<file path="config.mk">
export PLATFORM = sky130hd
export DESIGN_NAME = key_event_sequencer_flat
export DESIGN_NICKNAME = d
export VERILOG_FILES = /design/src/rtl/key_codes_pkg.sv /design/src/rtl/key_event_sequencer_if.sv /design/src/rtl/key_event_fifo.sv /design/src/rtl/key_event_sequencer.sv /design/src/flat_wrapper.sv
export SDC_FILE = /design/constraint.sdc
export NUM_CORES = 1
export LEC_CHECK = 0
export CORE_ASPECT_RATIO = 2
export CORE_MARGIN = 2
export CORE_UTILIZATION = 56
export DETAILED_ROUTE_END_ITERATION = 10
export PLACE_DENSITY = 0.79
export REMOVE_ABC_BUFFERS = 1
export SLEW_MARGIN = 20
export SYNTH_ARGS = -nofsm -noshare
export SYNTH_HDL_FRONTEND = slang
export SYNTH_HIERARCHICAL = 1
export SYNTH_SLANG_ARGS = --single-unit
</file>
<file path="constraint.sdc">
create_clock -name clk_i -period 3.03 [get_ports clk_i]
set_input_delay 0.4545 -clock clk_i [delete_from_list [all_inputs] [get_ports clk_i]]
set_output_delay 0.4545 -clock clk_i [all_outputs]
set_load 0.05 [all_outputs]
</file>
<file path="src/rtl/key_codes_pkg.sv">
// Shared scan-code constants, key ids and parser state encoding for the
// PS/2 key event sequencer.
package key_codes_pkg;

    typedef logic [3:0] key_id_t;

    localparam int NUM_KEYS = 10;

    localparam logic [7:0] SC_E0    = 8'hE0;
    localparam logic [7:0] SC_F0    = 8'hF0;
    localparam logic [7:0] SC_UP    = 8'h75;
    localparam logic [7:0] SC_DOWN  = 8'h72;
    localparam logic [7:0] SC_LEFT  = 8'h6B;
    localparam logic [7:0] SC_RIGHT = 8'h74;
    localparam logic [7:0] SC_PLUS  = 8'h55;
    localparam logic [7:0] SC_MINUS = 8'h4E;
    localparam logic [7:0] SC_ENTER = 8'h5A;
    localparam logic [7:0] SC_ESC   = 8'h76;
    localparam logic [7:0] SC_PAUSE = 8'h71;
    localparam logic [7:0] SC_RESET = 8'h2D;

    localparam key_id_t KEY_NONE  = 4'd0;
    localparam key_id_t KEY_UP    = 4'd1;
    localparam key_id_t KEY_DOWN  = 4'd2;
    localparam key_id_t KEY_LEFT  = 4'd3;
    localparam key_id_t KEY_RIGHT = 4'd4;
    localparam key_id_t KEY_PLUS  = 4'd5;
    localparam key_id_t KEY_MINUS = 4'd6;
    localparam key_id_t KEY_ENTER = 4'd7;
    localparam key_id_t KEY_ESC   = 4'd8;
    localparam key_id_t KEY_PAUSE = 4'd9;
    localparam key_id_t KEY_RESET = 4'd10;

    typedef enum logic [1:0] {
        ST_IDLE    = 2'd0,
        ST_EXT     = 2'd1,
        ST_BRK     = 2'd2,
        ST_EXT_BRK = 2'd3
    } parse_state_t;

    // PAUSE is the only key whose decoding depends on the E0 prefix.
    function automatic key_id_t key_lookup(input logic [7:0] code, input logic ext);
        case (code)
            SC_UP:    return KEY_UP;
            SC_DOWN:  return KEY_DOWN;
            SC_LEFT:  return KEY_LEFT;
            SC_RIGHT: return KEY_RIGHT;
            SC_PLUS:  return KEY_PLUS;
            SC_MINUS: return KEY_MINUS;
            SC_ENTER: return KEY_ENTER;
            SC_ESC:   return KEY_ESC;
            SC_PAUSE: return ext ? KEY_PAUSE : KEY_NONE;
            SC_RESET: return KEY_RESET;
            default:  return KEY_NONE;
        endcase
    endfunction

    function automatic logic [NUM_KEYS-1:0] key_mask(input key_id_t key);
        logic [NUM_KEYS-1:0] m;
        m = '0;
        for (int i = 0; i < NUM_KEYS; i++) begin
            if (key == key_id_t'(i + 1)) m[i] = 1'b1;
        end
        return m;
    endfunction

endpackage

</file>
<file path="src/rtl/key_event_sequencer_if.sv">
// Scan-byte input, event handshake and status bundle of the key event sequencer.
interface key_event_sequencer_if;
    import key_codes_pkg::*;

    logic                code_valid;
    logic [7:0]          code_byte;
    logic                evt_valid;
    logic                evt_ready;
    key_id_t             evt_key;
    logic [NUM_KEYS-1:0] held_keys;
    logic                overflow;
    logic [7:0]          drop_count;

    modport master (
        output code_valid, code_byte, evt_ready,
        input  evt_valid, evt_key, held_keys, overflow, drop_count
    );

    modport slave (
        input  code_valid, code_byte, evt_ready,
        output evt_valid, evt_key, held_keys, overflow, drop_count
    );

endinterface

</file>
<file path="src/rtl/key_event_fifo.sv">
// Small circular event queue; the head word is presented from registers and
// reads as zero while the queue is empty.
module key_event_fifo #(
    parameter int WIDTH = 4,
    parameter int DEPTH = 4
) (
    input  logic             clk_i,
    input  logic             rst_i,
    input  logic             push_i,
    input  logic [WIDTH-1:0] data_i,
    input  logic             pop_i,
    output logic [WIDTH-1:0] data_o,
    output logic             full_o,
    output logic             empty_o
);

    localparam int AW = $clog2(DEPTH);

    logic [WIDTH-1:0] mem_q [DEPTH];
    logic [AW-1:0]    wr_ptr_q, rd_ptr_q;
    logic [AW:0]      count_q;
    logic             do_push, do_pop;

    assign empty_o = (count_q == '0);
    assign full_o  = (count_q == (AW + 1)'(DEPTH));
    assign do_pop  = pop_i && !empty_o;
    // A pop frees the slot the push needs, so a full queue still accepts.
    assign do_push = push_i && (!full_o || do_pop);
    assign data_o  = empty_o ? '0 : mem_q[rd_ptr_q];

    // NOTE: sequential state uses non-blocking assignments so every register
    // samples pre-edge values regardless of statement order.
    always_ff @(posedge clk_i or posedge rst_i) begin
        if (rst_i) begin
            wr_ptr_q <= '0;
            rd_ptr_q <= '0;
            count_q  <= '0;
        end else begin
            if (do_push) wr_ptr_q <= wr_ptr_q + 1'b1;
            if (do_pop)  rd_ptr_q <= rd_ptr_q + 1'b1;
            case ({do_push, do_pop})
                2'b10:   count_q <= count_q + 1'b1;
                2'b01:   count_q <= count_q - 1'b1;
                default: count_q <= count_q;
            endcase
        end
    end

    // NOTE: storage is not reset; the occupancy counter alone defines which
    // entries are meaningful, so clearing the array would only cost reset fan-out.
    always_ff @(posedge clk_i) begin
        if (do_push) mem_q[wr_ptr_q] <= data_i;
    end

endmodule

</file>
<file path="src/rtl/key_event_sequencer.sv">
// Parses PS/2 scan bytes into key press events, tracks held keys, suppresses
// typematic repeat and queues presses for the game logic.
module key_event_sequencer
    import key_codes_pkg::*;
#(
    parameter int FIFO_DEPTH     = 4,
    parameter int REPEAT_EN      = 0,
    parameter int PREFIX_TIMEOUT = 2_000_000
) (
    input logic                  clk_i,
    input logic                  rst_i,
    key_event_sequencer_if.slave bus
);

    localparam int TW = $clog2(PREFIX_TIMEOUT + 1);

    parse_state_t        state_q, state_d;
    logic [TW-1:0]       timer_q, timer_d;
    logic [NUM_KEYS-1:0] held_q, held_d, mask;
    logic                overflow_q, overflow_d;
    logic [7:0]          drop_q, drop_d;
    logic                is_brk, is_ext, push, pop, fifo_full, fifo_empty;
    key_id_t             key, push_key, head_key;

    // NOTE: every always_comb output gets a default first, so no path can
    // leave a signal unassigned and infer a latch.
    always_comb begin
        state_d  = state_q;
        timer_d  = '0;
        held_d   = held_q;
        push     = 1'b0;
        push_key = KEY_NONE;
        is_brk   = 1'b0;
        is_ext   = 1'b0;
        key      = KEY_NONE;
        mask     = '0;
        if (bus.code_valid) begin
            if (bus.code_byte == SC_E0) begin
                state_d = ST_EXT;
            end else if (bus.code_byte == SC_F0) begin
                state_d = (state_q == ST_EXT) ? ST_EXT_BRK : ST_BRK;
            end else begin
                state_d = ST_IDLE;
                is_brk  = (state_q == ST_BRK) || (state_q == ST_EXT_BRK);
                is_ext  = (state_q == ST_EXT) || (state_q == ST_EXT_BRK);
                key     = key_lookup(bus.code_byte, is_ext);
                mask    = key_mask(key);
                if (is_brk) begin
                    held_d = held_q & ~mask;
                end else if (key != KEY_NONE) begin
                    held_d   = held_q | mask;
                    push     = ((held_q & mask) == '0) || (REPEAT_EN != 0);
                    push_key = key;
                end
            end
        end else if (state_q != ST_IDLE) begin
            if (timer_q == TW'(PREFIX_TIMEOUT - 1)) state_d = ST_IDLE;
            else                                    timer_d = timer_q + 1'b1;
        end
    end

    assign pop        = bus.evt_valid && bus.evt_ready;
    assign overflow_d = push && fifo_full && !pop;
    assign drop_d     = (overflow_d && drop_q != 8'hFF) ? drop_q + 8'd1 : drop_q;

    always_ff @(posedge clk_i or posedge rst_i) begin
        if (rst_i) begin
            state_q    <= ST_IDLE;
            timer_q    <= '0;
            held_q     <= '0;
            overflow_q <= 1'b0;
            drop_q     <= '0;
        end else begin
            state_q    <= state_d;
            timer_q    <= timer_d;
            held_q     <= held_d;
            overflow_q <= overflow_d;
            drop_q     <= drop_d;
        end
    end

    key_event_fifo #(
        .WIDTH ($bits(key_id_t)),
        .DEPTH (FIFO_DEPTH)
    ) u_fifo (
        .clk_i   (clk_i),
        .rst_i   (rst_i),
        .push_i  (push),
        .data_i  (push_key),
        .pop_i   (pop),
        .data_o  (head_key),
        .full_o  (fifo_full),
        .empty_o (fifo_empty)
    );

    assign bus.evt_valid  = !fifo_empty;
    assign bus.evt_key    = head_key;
    assign bus.held_keys  = held_q;
    assign bus.overflow   = overflow_q;
    assign bus.drop_count = drop_q;

endmodule
</file>
<file path="src/flat_wrapper.sv">
// flat-port wrapper written by rule: the top's interface ports become plain ports
module key_event_sequencer_flat import key_codes_pkg::*;
#(
    parameter int FIFO_DEPTH     = 4,
    parameter int REPEAT_EN      = 0,
    parameter int PREFIX_TIMEOUT = 2_000_000
)
  (clk_i, rst_i, bus_code_valid, bus_code_byte, bus_evt_ready, bus_evt_valid, bus_evt_key, bus_held_keys, bus_overflow, bus_drop_count);
  key_event_sequencer_if bus_i ();
  input logic clk_i;
  input logic rst_i;
  input wire logic [$bits(bus_i.code_valid)-1:0] bus_code_valid;
  input wire logic [$bits(bus_i.code_byte)-1:0] bus_code_byte;
  input wire logic [$bits(bus_i.evt_ready)-1:0] bus_evt_ready;
  output wire logic [$bits(bus_i.evt_valid)-1:0] bus_evt_valid;
  output wire logic [$bits(bus_i.evt_key)-1:0] bus_evt_key;
  output wire logic [$bits(bus_i.held_keys)-1:0] bus_held_keys;
  output wire logic [$bits(bus_i.overflow)-1:0] bus_overflow;
  output wire logic [$bits(bus_i.drop_count)-1:0] bus_drop_count;
  assign bus_i.code_valid = bus_code_valid;
  assign bus_i.code_byte = bus_code_byte;
  assign bus_i.evt_ready = bus_evt_ready;
  assign bus_evt_valid = bus_i.evt_valid;
  assign bus_evt_key = bus_i.evt_key;
  assign bus_held_keys = bus_i.held_keys;
  assign bus_overflow = bus_i.overflow;
  assign bus_drop_count = bus_i.drop_count;
  key_event_sequencer #(.FIFO_DEPTH(FIFO_DEPTH), .REPEAT_EN(REPEAT_EN), .PREFIX_TIMEOUT(PREFIX_TIMEOUT)) u_core (.clk_i(clk_i), .rst_i(rst_i), .bus(bus_i));
endmodule
</file>
# Yosys cells after proc, flatten, opt, wreduce, memory -nomap -nowiden
# Memory sizes are Yosys's and may differ from the RTL's.
# Index checks and enable logic that the tools add are counted.
totals:
  ff_bits: 49
  mem_bits_rw: 16
  in_bits: 12
  output_inout_bits: 24
  memories: 1
mem_list:
  columns: ["name", "depth", "word_bits", "read_ports", "rd_clocked_by_memory_dff", "write_ports", "line", "rtl"]
  rows:
  - ["u_core.u_fifo.mem_q", 4, 4, 1, 0, 1, "key_event_fifo.sv:19", "logic [WIDTH-1:0] mem_q [DEPTH];"]
classes:
  n_addsub: 6
  eq_ne: 30
  n_mux: 70
  n_bitwise: 6
  n_reduce_logical: 22
op_table:
  columns: ["op", "n"]
  rows:
  - ["$eq 8x7->1 const B", 9]
  - ["$mux 21", 3]
  - ["$mux 1", 48]
  - ["$mux 4", 10]
  - ["$pmux 4 s10", 1]
  - ["$add 21x1->21 const B", 1]
  - ["$eq 21x21->1 const B", 1]
  - ["$and 10x10->10", 2]
  - ["$mux 10", 2]
  - ["$eq 4x3->1 const B", 4]
  - ["$eq 8x8->1 const B", 2]
  - ["$eq 4x4->1 const B", 3]
  - ["$logic_not 10->1", 1]
  - ["$mux 2", 5]
  - ["$not 10->10", 1]
  - ["$or 10x10->10", 1]
  - ["$reduce_bool 2->1", 5]
  - ["$add 8x1->8 const B", 1]
  - ["$eq 4x2->1 const B", 2]
  - ["$eq 8x6->1 const B", 1]
  - ["$ne 8x8->1 const B", 1]
  - ["$eq 2x2->1 const B", 3]
  - ["$logic_and 1x1->1", 6]
  - ["$pmux 3 s2", 1]
  - ["other kinds (13)", 20]

# Logic depth before layout (Yosys ltp)
# Gate-level depths: netlist (run 1).
logic_depth:
  word_depth: 22
  ltp_mapped: 14

# Hierarchy
# The synthesis (run 1) kept the hierarchy.
modules_own_cells:
  columns: ["module", "n_inst", "cells_each", "area_each_um2", "seq_area_each_um2"]
  rows:
  - ["key_event_sequencer", 1, 247, 2352.3, 1051.0]
  - ["key_event_fifo", 1, 65, 1046.0, 655.6]

# Least setup slack after synthesis (run 1)
# No wires, ideal clock.
synth_path:
  kind: "flip-flop to flip-flop"
  startpoint: "register (tool-made name)"
  endpoint: "register u_core.u_fifo.count_q[2]"
  setup_ns: 0.125
  arrival_time_ns: 2.858
  slack_ns: 0.047
  path_stages_with_launch: 14
  path_buffers: 0
  period_less_slack_ns: 2.983
  cell_sequence: "dfrtp_1 and4b_1 o211a_1 a221o_1 a2111o_1 a31oi_1 o21a_4 inv_1 ha_1 inv_1 fa_1 xor2_1 nor2_1 xor2_1"
synth_rtl:
  columns: ["element", "line", "rtl"]
  rows:
  - ["to (signal assigned)", "key_event_fifo.sv:42", "2'b10: count_q <= count_q + 1'b1;"]
  - ["to (signal assigned)", "key_event_fifo.sv:43", "2'b01: count_q <= count_q - 1'b1;"]
  - ["to (signal assigned)", "key_event_fifo.sv:44", "default: count_q <= count_q;"]
  - ["to (decl)", "key_event_fifo.sv:21", "logic [AW:0] count_q;"]

# Worst setup path after layout (run 1)
layout_path:
  startpoint: "input bus_code_byte[3]"
  endpoint: "register u_core.u_fifo.count_q[2]"
layout_between:
  elab_chain_len: 20
  word_cells_on_any_way: 79
  cone_classes: "eq/ne (24); mux (50); bitwise (1); reduce/logical (4)"
layout_lines:
  columns: ["element", "line", "rtl"]
  rows:
  - ["from (decl)", "flat_wrapper.sv:13", "input wire logic [$bits(bus_i.code_byte)-1:0] bus_code_byte;"]
  - ["$eq 8x6->1 / $eq 8x7->1 (equally long branches)", "key_codes_pkg.sv:43", "case (code)"]
  - ["$pmux 4 s10", "key_codes_pkg.sv:43", null]
  - ["$mux 4", "key_event_sequencer.sv:40", "end else if (bus.code_byte == SC_F0) begin"]
  - ["$mux 4", "key_event_sequencer.sv:38", "if (bus.code_byte == SC_E0) begin"]
  - ["$mux 4", "key_event_sequencer.sv:37", "if (bus.code_valid) begin"]
  - ["$eq 4x1->1 (tied with other cells)", "key_codes_pkg.sv:62", "if (key == key_id_t'(i + 1)) m[i] = 1'b1;"]
  - ["$mux 1", "key_codes_pkg.sv:62", null]
  - ["$mux 1", "key_event_sequencer.sv:40", null]
  - ["(+5 left out)", null, null]
  - ["$mux 1", "key_event_sequencer.sv:48", "if (is_brk) begin"]
  - ["$mux 1", "key_event_sequencer.sv:40", null]
  - ["$mux 1 *", "key_event_sequencer.sv:38", null]
  - ["$mux 1 *", "key_event_sequencer.sv:37", null]
  - ["named net u_core.push", "key_event_sequencer.sv:22", "logic is_brk, is_ext, push, pop, fifo_full, fifo_empty;"]
  - ["$logic_and 1x1->1 *", "key_event_fifo.sv:28", "assign do_push = push_i && (!full_o || do_pop);"]
  - ["$eq 2x1->1 / $eq 2x2->1 (equally long branches)", "key_event_fifo.sv:41", "case ({do_push, do_pop})"]
  - ["$pmux 3 s2 / $reduce_bool 2->1 (equally long branches)", null, null]
# The timed path passes the listed nets; every way through them passes the cells marked *. The select of a mux whose other input is x is not followed.
# A chain may end at the register's enable or synchronous reset.

==> results.cfg, run 1 <==
[run_status]
status = finished clean

[synth]
synth_common_cells = dfrtp_1 (49), nor2_1 (34), nand2_1 (19)
synth-edff-count = 16
synth_seq_area_share_pct = 50.2
synthCells = 312
synth_fa_ha_area_share_pct = 3.17
synth_top_family_by_area = simple AND/OR/NAND/NOR gates
syn_avg_cell_area_um2 = 10.9
synthMuxAreaShare_pct = 4.60
ys_types = 57
yosys.area_share.simple_pct = 23.3
synth_top_area_share_pct = 36.1
yosys.area.top_type = dfrtp_1
ys.flop_type = dfrtp_1
syn_area_um2 = 3400
synth_xor_area_share_pct = 7.73
synth-compound-area-share_pct = 7.58
ys_ff_latch = 65
yosys_warnings = 6
yosysMostFrequentCell = dfrtp_1
synth_area_leaders = dfrtp_1 (36%), edfxtp_1 (14%), xor2_1 (4.4%)
async_reset_ff_share_pct = 75.4

[clock_network]
cts_buffers = 9
cts_buffer_depth = 2
clock_sinks = 65
cts_root_buf = clkbuf_16
postCtsHoldBufs = 0
cts_setup_buffers = 0
tritoncts = yes
ctsHtreeMaxLevel = 3
clkTransAtPathRegs_ps = 50
clkLatencyLatePin_ps = 330

[timing]
fin_ws_ps = 145
setup_viol = 0
fin_crit_ps = 2890
drv_slew = 0
period_share_pct = 95.2
max_slew_margin_pct = 55.3
finalClockSkew_ps = 3.12
max_slew.worst_pin.slew_ps = 670
hold_viol = 0
tns_ps = 0
fin_hold_ws_ps = 393
max_freq_ghz = 0.347
rsz0062_at_grt = no

[global_route]
first_global_vias = 2857
antenna_found_initial = 0
overflow = 0
met3_usage_pct = 5.76
grt_pass1_wl_um = 12900
grt_usage_pct = 26.1
grt_max_degree = 27
use_met2_pct = 47.0
busiest_layer = met2
grt_use_met1_pct = 24.1

[route]
drtPass1Iterations = 4
drc_errors = 0
vias = 2655
wl_per_cell_um = 17.3
ant_nets = 0
drtIter0Drc = 85
drt_wl_total_um = 7890
routed_via_density = 5.84

[cells_and_area]
design_area_um2 = 4360
final_cells = 455
area_delta_synth_final_pct = 28.4
num-fill-cells = 432
seq_area_um2 = 1710
multi_input_area_um2 = 1610
fin_nets = 408
diodes = 0
layout-drive-gt1-share_pct = 19.9

[worst_setup_path]
worstPathMaxFanout = 8
endpoint_kind = register
critPathLaunchType = input pin
crit_arrival_ps = 3130
cp.required_ps = 3280
criticalPathCategory = in2reg

[floorplan]
die_width_um = 59.1
core_um2 = 5960
io_pins = 36
die_y_um = 114
rows = 40
dieArea_um2 = 6750
initial_utilization_pct = 57.1

[run]
maxCapViolations = 0

[worst_hold_path]
hp-class = in2async

[power_and_ir_drop]
irDropWorstVdd_uv = 480
pwr_density_cell_nw_per_um2 = 607
power.leakage_nw = 1.90

[place]
place_ws_ps = -536
postPlaceCellArea_um2 = 4080
port_buffers = 35
place_hpwl_um = 5960
globalplace.congestion = 0.917
place_inst = 440
-- kinds of logic after synthesis --
| logic type | Yosys count |
|---|---|
| xor gates and xnor gates | 30 |
| DFF | 65 |
| adders and majority gates | 8 |
| muxes | 10 |
| and+or+nand+nor | 138 |
| buffers and inverters | 27 |
| AOI/OAI and AO/OA | 34 |
-- routing by layer --
| metal | wire length (um) | share of wire (%) | vias to the layer above |
|---|---|---|---|
| li1 | - | - | 1256 |
| met1 | 2660 | 34 | 1299 |
| met2 | 4510 | 57 | 61 |
| met3 | 202 | 2.6 | 39 |
| met4 | 513 | 6.5 | 0 |
| met5 | 0 | 0 | - |
-- through the flow --
| stage | power, mW | utilization [%] |
|---|---|---|
| after floorplan | 1.53 | - |
| after detailed placement | 1.78 | 68.5 |
| after global routing | 2.77 | 73.3 |
| after CTS | 2.67 | 73.1 |
| final | 2.65 | 73.3 |
| after global placement | 1.75 | 68.5 |
-- final timing paths --
check	endpoint	from	depth (start not counted)	slack, ps
setup / recovery	u_core/u_fifo/count_q[2]$_DFFE_PP0P_	bus_code_byte[3]	14	140
hold / removal	u_core/u_fifo/wr_ptr_q[1]$_DFFE_PP0P_	rst_i	2	390
setup reg to reg	u_core/u_fifo/count_q[2]$_DFFE_PP0P_	register	13	300
hold reg to reg	u_core/timer_q[0]$_DFF_PP0_	u_core/timer_q[0]$_DFF_PP0_	1	490
max in group asynchronous	asynchronous set/reset pin	rst_i	3	2210
min in group clk_i	u_core/timer_q[0]$_DFF_PP0_	u_core/timer_q[0]$_DFF_PP0_	1	490
-- critical path, cell delays in order --
cell and delay (ps):
dlygate4sd2_1 330, nor3b_1 380, nor3b_1 360, nand2_1 150, o31ai_4 100, a31oi_2 150, o21a_4 140, inv_1 50
ha_1 150, inv_1 50, fa_1 360, xor2_1 150, nor2_1 120, xor2_1 180
-- cell type report --
| type | count | area share (%) |
|---|---|---|
| Clock buffer | 9 | 5.16 |
| Tap cell | 63 | 1.81 |
| Multi-Input combinational cell | 220 | 37.0 |
| Timing Repair Buffer | 76 | 15.0 |
| Inverter | 16 | 1.38 |
| Sequential cell | 65 | 39.1 |
| Clock inverter | 6 | 0.602 |
-- cell usage in the layout, fill, tap and decap left out, types with 5 or more instances in the layout --
| cell type | n |
|---|---|
| xnor2_1 | 13 |
| o21ai_0 | 10 |
| nand2_1 | 19 |
| nand3_1 | 14 |
| and2_1 | 8 |
| buf_4 | 40 |
| nand4_1 | 8 |
| nor2_1 | 34 |
| and3_1 | 5 |
| edfxtp_1 | 16 |
| xor2_1 | 17 |
| inv_1 | 16 |
| nor2b_1 | 5 |
| dfrtp_1 | 49 |
| clkdlybuf4s50_1 | 27 |
| ha_1 | 7 |
| a21oi_1 | 5 |
| clkbuf_16 | 9 |
| dlygate4sd2_1 | 5 |
-- power breakdown --
part / internal (mW) / switching [mW]
Sequential: 0.964 / 0.0823
Clock: 0.534 / 0.346
Combinational: 0.310 / 0.413
Total: 1.81 / 0.841
-- repair_timing --
action | in CTS | in global routing
pin swaps | 1 | 2
gates resized for setup | 15 | 6
endpoints found under the setup margin | 2 | 2
Note: power is estimated with default switching activity, not from simulation.
==> inputs of run 2 (changes only) <==
--- a/config.mk
+++ b/config.mk
@@ -5,13 +5,13 @@
 export SDC_FILE = /design/constraint.sdc
 export NUM_CORES = 1
 export LEC_CHECK = 0
+export CAP_MARGIN = 25
 export CORE_ASPECT_RATIO = 2
 export CORE_MARGIN = 2
 export CORE_UTILIZATION = 56
 export DETAILED_ROUTE_END_ITERATION = 10
 export PLACE_DENSITY = 0.79
 export REMOVE_ABC_BUFFERS = 1
-export SLEW_MARGIN = 20
 export SYNTH_ARGS = -nofsm -noshare
 export SYNTH_HDL_FRONTEND = slang
 export SYNTH_HIERARCHICAL = 1
==> results of run 2 <==
No change in the layout: final DEF, timing and power equal those of run 1.
